--- src/rtl/acs_scheduler.sv ---
// acs_scheduler
//   Add-compare-select scheduler for a K=3 (g1=7, g2=5) Viterbi decoder
//   with 4 trellis states. It accepts one hard-decision symbol and then
//   runs the four ACS operations one after another (one next-state per
//   cycle). It then normalizes the surviving path metrics and emits the
//   decision word. Each symbol occupies 7 cycles: IDLE, 4 x ACS, NORM, OUT.
//
// Ports
//   i_clk          clock, rising edge
//   i_rst_n        asynchronous active-low reset
//   i_sym_valid    received symbol valid
//   i_sym          received hard bits {r1,r2}
//   o_sym_ready    symbol accepted when high together with i_sym_valid
//   o_dec_valid    one-cycle pulse, o_dec holds a fresh decision word
//   o_dec          survivor decision per next-state (1 = odd predecessor won)
//   o_best_state   lowest-index state with the smallest metric
//   o_pm           normalized path metrics, state n at [n*W_PM +: W_PM]
//   o_busy         high whenever the scheduler is not idle
module acs_scheduler #(
  parameter int W_PM = 2
) (
  input  logic                i_clk,
  input  logic                i_rst_n,
  input  logic                i_sym_valid,
  input  logic [1:0]          i_sym,
  output logic                o_sym_ready,
  output logic                o_dec_valid,
  output logic [3:0]          o_dec,
  output logic [1:0]          o_best_state,
  output logic [4*W_PM-1:0]   o_pm,
  output logic                o_busy
);

  localparam logic [W_PM-1:0]   PM_MAX = '1;
  // Only state 0 is a legal start: the others begin at the ceiling.
  localparam logic [4*W_PM-1:0] PM_RST = {{3{PM_MAX}}, {W_PM{1'b0}}};

  typedef enum logic [1:0] {IDLE, ACS, NORM, OUT} state_t;

  state_t          state;
  logic [1:0]      cnt;
  logic [1:0]      sym_q;
  logic [W_PM-1:0] shadow [4];
  logic [3:0]      dec_q;

  // Hamming distance between the expected and the received code pair.
  function automatic logic [1:0] branch_metric(input logic [1:0] code,
                                               input logic [1:0] rx);
    logic [1:0] d;
    d = code ^ rx;
    return {1'b0, d[1]} + {1'b0, d[0]};
  endfunction

  // Metric add that clamps at the ceiling instead of wrapping.
  function automatic logic [W_PM-1:0] sat_add(input logic [W_PM-1:0] pm,
                                               input logic [1:0]      bm);
    logic [W_PM+1:0] s;
    s = {2'b00, pm} + {{W_PM{1'b0}}, bm};
    if (s > {2'b00, PM_MAX}) return PM_MAX;
    return s[W_PM-1:0];
  endfunction

  logic [W_PM-1:0] pm_a [4];
  logic            u, b0;
  logic [1:0]      code0, code1;
  logic [W_PM-1:0] cand0, cand1, win;
  logic            pick1;
  logic [W_PM-1:0] mn;
  logic [1:0]      best;

  // ACS for next-state ns = cnt. The predecessors are {ns[0],0} and
  // {ns[0],1}, and the input bit is ns[1]. Candidates read o_pm, which
  // is only rewritten in NORM, so every ACS of a symbol sees the old metrics.
  always_comb begin
    for (int i = 0; i < 4; i++) pm_a[i] = o_pm[i*W_PM +: W_PM];
    u     = cnt[1];
    b0    = cnt[0];
    code0 = {u ^ b0, u};
    code1 = {u ^ b0 ^ 1'b1, ~u};
    cand0 = sat_add(pm_a[{b0, 1'b0}], branch_metric(code0, sym_q));
    cand1 = sat_add(pm_a[{b0, 1'b1}], branch_metric(code1, sym_q));
    pick1 = (cand1 < cand0);
    win   = pick1 ? cand1 : cand0;
  end

  // Minimum of the shadow metrics; a strict compare keeps the lowest index on ties.
  always_comb begin
    mn   = shadow[0];
    best = 2'd0;
    for (int i = 1; i < 4; i++) begin
      if (shadow[i] < mn) begin
        mn   = shadow[i];
        best = 2'(i);
      end
    end
  end

  // Control and committed outputs.
  always_ff @(posedge i_clk or negedge i_rst_n) begin
    if (!i_rst_n) begin
      state        <= IDLE;
      cnt          <= '0;
      o_pm         <= PM_RST;
      o_dec        <= '0;
      o_dec_valid  <= 1'b0;
      o_best_state <= '0;
      o_busy       <= 1'b0;
      o_sym_ready  <= 1'b0;
    end else begin
      o_dec_valid <= 1'b0;
      case (state)
        IDLE: begin
          o_sym_ready <= 1'b1;
          o_busy      <= 1'b0;
          if (i_sym_valid && o_sym_ready) begin
            cnt         <= '0;
            state       <= ACS;
            o_sym_ready <= 1'b0;
            o_busy      <= 1'b1;
          end
        end
        ACS: begin
          cnt <= cnt + 2'd1;
          if (cnt == 2'd3) state <= NORM;
        end
        NORM: begin
          for (int i = 0; i < 4; i++) o_pm[i*W_PM +: W_PM] <= shadow[i] - mn;
          o_best_state <= best;
          state        <= OUT;
        end
        OUT: begin
          o_dec       <= dec_q;
          o_dec_valid <= 1'b1;
          o_sym_ready <= 1'b1;
          o_busy      <= 1'b0;
          state       <= IDLE;
        end
        default: state <= IDLE;
      endcase
    end
  end

  // Datapath working registers. They need no reset: every value is
  // rewritten before it is used.
  always_ff @(posedge i_clk) begin
    if (state == IDLE && i_sym_valid && o_sym_ready) sym_q <= i_sym;
    if (state == ACS) begin
      shadow[cnt] <= win;
      dec_q[cnt]  <= pick1;
    end
  end

endmodule

--- config.mk ---
export PLATFORM = sky130hd
export DESIGN_NAME = acs_scheduler
export DESIGN_NICKNAME = d
export VERILOG_FILES = /design/src/rtl/acs_scheduler.sv
export SDC_FILE = /design/constraint.sdc
export NUM_CORES = 1
export LEC_CHECK = 0
export CAP_MARGIN = 20
export CORE_MARGIN = 2
export CORE_UTILIZATION = 59
export DETAILED_ROUTE_END_ITERATION = 16
export GPL_ROUTABILITY_DRIVEN = 1
export PLACE_DENSITY = 0.83
export SYNTH_ARGS = -nofsm -noshare
export SYNTH_HDL_FRONTEND = slang
export SYNTH_SLANG_ARGS = --single-unit
--- constraint.sdc ---
create_clock -name i_clk -period 8 [get_ports i_clk]
set_input_delay 0.8 -clock i_clk [delete_from_list [all_inputs] [get_ports i_clk]]
set_output_delay 0.8 -clock i_clk [all_outputs]
set_load 0.03 [all_outputs]
==> results.md, run 1 <==
* Hold depth at 1
* Clock Skews at about 0.0094 ns
* Max-Cap Viols at 0
* Post-synth top area cell: edfxtp_1
* Number of iterations in the first detailed-routing pass at 4
* Post-route cell area at between 2000 and 2500 um2
* Tmin final at ~3 ns
* Slew HR at 34.5%
* Hold Path Class: reg2reg
* RSZ-0062 raised after global routing: false
* Post-Syn Area at between 1500 and 2000 um2
* Initial Util at ~62%
* Tcrit/Tclk final at 37.8%
* Gate Count Post-Synth at ~160
* Top-Level Pins at 22
* Hold wc startpoint: dec_q[3]
* Worst r2r src: cnt[0]
* Port bufs at 21
* CTS root buf: clkbuf_4
* Post-Route WL at about 3.4 mm
* Gr usage total at 21.1%
* Outcome: complete, no violations
* GRT overflow at 0
* Top FF cell, synth: dfrtp_1
* Detail Route Antenna Nets at 0
* Max frequency at 331 MHz
* Count of flip-flops with a built-in enable after synthesis at 14
* Post-CTS setup buffer count at 0
* Crit path max fanout at 10
* Setup CP Type: reg2reg
* Worst slew pin tran at 0.980 ns
* Post-synthesis sequential area ratio at roughly half
* Placed inst area at between 2000 and 2500 um2
* Via density at about 5.3
* Worst path buffer plus inverter count at 2
* Worst hold path endpoint: o_dec[3]
* Clock Sinks at 35
* Crit-path cells: inv_1 > ha_1 > xor2_1 > inv_1 > fa_1 > or2_2 > ha_1 > a21oi_1 > a21oi_1
* Die footprint at between 3000 and 4000 um2
* Post-synth ARST share at 60.0%
* Layout cells sized above 1 at 15.3%
* Largest cells by area after synthesis: edfxtp_1, dfrtp_1, ha_1, dfstp_2, mux2_2
* Crit. End Element: flip-flop
* Most numerous cell in the Yosys netlist: ha_1
* # setup viols final at 0
* Maximum buffer depth of the clock tree at 2
* CTS Buf Count at 5
* Post-synthesis cell type count at 36
* CP delay by family, top: adder cells
* Largest net degree at the start of global routing at 22
* Cell count of the worst reg-to-reg path at 9
* Diodes inserted at 0
* Most instantiated cells after synthesis: ha_1, inv_1, dfrtp_1, edfxtp_1
* Initial antenna violation count at 0
* H-Tree Depth at 2
* DRC at 0
* Synth top area share at ~22%
* Die width at between 60 and 70 um
* Setup TNS at 0 ns
* CTS-repair resized insts at 0
* Critical path required time at roughly 8.1 ns
* Die height at approximately 61 um
* Final Hold Viols at 0
* Post-DR wirelength/cell at ~15 um
* DR iter-0 viols at 30
* CTS tree: built
* Clock slew at reported path FFs at roughly 0.1 ns
* First-pass GRT wire length at approximately 5.5 mm
* Critical path's slowest cell: dfrtp_1
* Mean Syn Cell Area at 12.1 um2
* # rows at 20
* Layout Nets at 210
* Worst path max stage delay at between 0.5 and 0.6 ns
* Via Count at 1205
* Vias in the first global route at about 1300
* Warnings from Yosys at 0
* Core Footprint at 3050 um2
* Slew Viols, Final at 0
* CTS Hold Bufs at 0
* Startpoint Class: flip-flop
* Synth Register Bits at 35
* Synth Net Count at between 150 and 200
* R2R setup slack at between 4 and 5 ns
* HPWL Detailed at roughly 2.6 mm
* Gpl congestion at between 0.8 and 0.9
* Worst skew pair latency at ~0.33 ns
* Area Growth Syn to Fin at 15.5%
* CP arrival at approximately 3.2 ns
* R2R Path End: shadow[2][0]
per-stage QoR:
stage	std cells	hold WS (ns)	setup WS (ns)	util, %
6_report	227	0.497	4.98	72.1
5_1_grt	227	0.518	4.75	72.1
4_1_cts	227	0.503	4.97	72.1
3_5_place_dp	219	0.473	4.98	70.5
3_3_place_gp	219	0.467	5.15	70.5
2_1_floorplan	157	0.454	5.28	-
placed cells by master (no fill, tap or decap), types with 2 or more instances in the layout:
cell type	n
ha_1	21
clkdlybuf4s50_1	21
inv_1	19
dfrtp_1	15
edfxtp_1	14
xnor2_1	8
mux2_2	8
a21oi_1	8
dfstp_2	6
nand2b_1	5
o21ai_0	5
nor2_1	5
nand2_1	5
clkbuf_4	5
and2_1	4
nor2b_1	3
mux2i_1	3
mux2_4	2
or2_2	2
a21oi_2	2
a21o_1	2
a21bo_2	2
nand3_1	2
fa_1	2
per-layer routing:
metal	wire length [um]	share of wire, %	GRT usage [%]
met3	110	3.2	5.54
met2	1810	53	39.2
met1	1380	41	22.1
met4	88	2.6	9.63
met5	0	0	0
worst max path at each step:
stage	start	endpoint	slack (ns)	cells past startpoint
floorplan	cnt[0]	shadow[0][0]	5.28	10
global placement	cnt[0]	shadow[0][0]	5.15	9
detailed placement	cnt[0]	shadow[2][0]	4.98	9
CTS	cnt[0]	shadow[2][0]	4.97	9
global route	cnt[0]	shadow[2][0]	4.75	9
finish	cnt[0]	shadow[2][0]	4.98	9
registers in the layout (all words and copies together), names as in the netlist:
register / count
o_pm: 8
shadow: 8
o_sym_ready: 1
o_dec_valid: 1
o_busy: 1
o_dec: 4
cnt: 2
dec_q: 4
state: 2
sym_q: 2
o_best_state: 2
cells by family (layout without fill, tap and decap cells):
group / after synthesis / after routing / share of synthesized area [%]
simple gates: 30 / 30 / 8.40
xor+xnor: 9 / 9 / 4.13
buf+inv: 22 / 48 / 4.79
compound gates: 25 / 25 / 8.92
flops: 35 / 35 / 50.0
fa+ha+maj: 23 / 23 / 15.9
mux: 13 / 13 / 7.87
area by class of cell:
| cell class | instances | area [um2] |
|---|---|---|
| clock buffer | 6 | 41.3 |
| clock inverter | 2 | 8.76 |
| fill | 242 | 851 |
| inverter | 19 | 71.3 |
| multi-input combinational | 100 | 862 |
| sequential | 35 | 953 |
| tap | 44 | 55.1 |
| timing repair buffer | 21 | 210 |
Power of run 1 is not shown: default switching activity piles up to over one toggle a cycle in this logic, so the estimate is an artifact.
==> inputs of run 2 (changes only) <==
--- a/config.mk
+++ b/config.mk
@@ -7,10 +7,10 @@
 export LEC_CHECK = 0
 export CAP_MARGIN = 20
 export CORE_MARGIN = 2
-export CORE_UTILIZATION = 59
+export CORE_UTILIZATION = 50
 export DETAILED_ROUTE_END_ITERATION = 16
 export GPL_ROUTABILITY_DRIVEN = 1
-export PLACE_DENSITY = 0.83
+export PLACE_DENSITY = 0.75
 export SYNTH_ARGS = -nofsm -noshare
 export SYNTH_HDL_FRONTEND = slang
 export SYNTH_SLANG_ARGS = --single-unit
==> constraint.sdc (replaced) <==
create_clock -name i_clk -period 2.4 [get_ports i_clk]
set_input_delay 0.24 -clock i_clk [delete_from_list [all_inputs] [get_ports i_clk]]
set_output_delay 0.24 -clock i_clk [all_outputs]
set_load 0.03 [all_outputs]
==> run 2 against run 1 <==
Compared with the run above:
- wire length is 5.7% higher
- fmax is 31% higher
- global-route usage is 2.7 points lower
- register-to-register slack worse by 4.9 ns
- design area is 11% higher
- die area is 17% higher
- via count is 2.7% higher
- worst setup slack worse by 4.9 ns
==> results.md, run 2 (synthesized netlist as in run 1, its figures left out) <==
* Die height at ~66 um
* Critical path required time at between 2 and 2.5 ns
* Startpoint Class: flip-flop
* Initial antenna violation count at 0
* Hold Path Class: in2async
* Via Count at between 1000 and 1500
* Final Hold Viols at 0
* Crit path max fanout at 4
* Gpl congestion at between 0.7 and 0.8
* Layout Nets at 219
* Core Footprint at between 3000 and 4000 um2
* Slew HR at 54.6%
* Biggest regs: o_pm x8, shadow x8
* Diodes inserted at 0
* Layout filler cell count at 264
* Detail Route Antenna Nets at 0
* CTS tree: built
* CTS Buf Count at 5
* Post-Route WL at approximately 3.6 mm
* Maximum buffer depth of the clock tree at 2
* Via density at 5.15
* Pre-CTS setup slack at -0.0794 ns
* Crit-path cells: inv_2 > ha_4 > xor2_4 > inv_2 > fa_2 > or2_4 > ha_4 > a21oi_2 > a21oi_2
* # setup viols final at 0
* Port bufs at 21
* GRT overflow at 0
* Worst slew pin tran at between 0.6 and 0.7 ns
* H-Tree Depth at 2
* Outcome: complete, no violations
* Layout cells sized above 1 at a little under a third
* Final setup margin at 0.0982 ns
* Initial Util at 52.1%
* Largest net degree at the start of global routing at 22
* Most frequent cells in the layout: clkdlybuf4s50_1, inv_1, dfrtp_1
* Tmin final at roughly 2.3 ns
* CTS Hold Bufs at 0
* Clock Sinks at 35
* Number of iterations in the first detailed-routing pass at 4
* Area Growth Syn to Fin at 28.3%
* # rows at 22
* Max frequency at about 430 MHz
* Top-Level Pins at 22
* Placed inst area at approximately 2200 um2
* RSZ-0062 raised after global routing: false
* Slew Viols, Final at 0
* Clock slew at reported path FFs at ~0.070 ns
* Max-Cap Viols at 0
* Worst skew pair latency at 0.28 ns
* Worst path max stage delay at approximately 0.37 ns
* DR iter-0 viols at 27
* Multi-input logic area at approximately 1000 um2
* CP delay by family, top: adder cells
* CP startpoint: cnt[0]
* CP arrival at 2.34 ns
* Gr usage total at a little under a fifth
* Register Area at 953 um2
* Tcrit/Tclk final at about 96%
* Clock Skews at about 0.0035 ns
* Worst hold slack at 0.294 ns
* First-pass GRT wire length at slightly below 6 mm
* Post-DR wirelength/cell at roughly 15 um
* Die width at between 60 and 70 um
* Post-route cell area at approximately 2400 um2
* Vias in the first global route at between 1000 and 1500
* Leading cell type in the layout, fill and taps excluded: clkdlybuf4s50_1
* DRC at 0
* Worst r2r src: cnt[0]
* Setup CP Type: reg2reg
* Worst path buffer plus inverter count at 2
* HPWL Detailed at between 2 and 3 mm
* Critical path's slowest cell: fa_2
* CTS root buf: clkbuf_8
* Die footprint at about 4300 um2
* Crit. End Element: flip-flop
## run 2: layer usage
layer | routed length, um | global-route usage, % | vias to the layer above
met5 | 0 | 0 | -
met4 | 53 | 6.77 | 0
met3 | 88 | 4.11 | 7
met2 | 1920 | 32.1 | 13
met1 | 1520 | 22.3 | 614
li1 | - | - | 603
## run 2: final cells by class
| class | instances | share of cell area (%) |
|---|---|---|
| Multi-Input combinational cell | 100 | 40.8 |
| Sequential cell | 35 | 39.0 |
| Timing Repair Buffer | 30 | 11.3 |
| Clock buffer | 6 | 2.97 |
| Inverter | 19 | 2.91 |
| Tap cell | 48 | 2.45 |
| Clock inverter | 2 | 0.511 |
## run 2: final timing paths
kind / cells past startpoint / slack [ns] / to
max in group asynchronous: 2 / 1.83 / o_pm[4]
max: 9 / 0.1 / shadow[1][0]
max reg2reg: 9 / 0.1 / shadow[1][0]
min in group i_clk: 2 / 0.48 / o_pm[6]
min reg2reg: 2 / 0.48 / o_pm[6]
min: 2 / 0.29 / o_pm[1]
## run 2: worst register-to-register path, delay by kind of cell, from the launching register on
family,cells,cell delay (ns)
compound gates,2,0.20
fa+ha+maj,3,0.91
buf+inv,2,0.12
flops,1,0.36
xor+xnor,1,0.19
simple gates,1,0.27
## run 2: metrics by stage
step	setup TNS, ns	cells	utilization, %
3_5_place_dp	-0.147	228	61.0
5_1_grt	0	240	66.8
2_1_floorplan	0	157	-
6_report	0	240	66.8
4_1_cts	0	237	64.4
3_3_place_gp	0	228	61.0
## run 2: repair_timing
item,CTS,global route
gates resized for setup,6,15
endpoints found under the setup margin,7,11
endpoints found under the hold margin,0,0
buffers inserted,1,3
pin swaps,4,6
Power of run 2 is left out for the same reason.
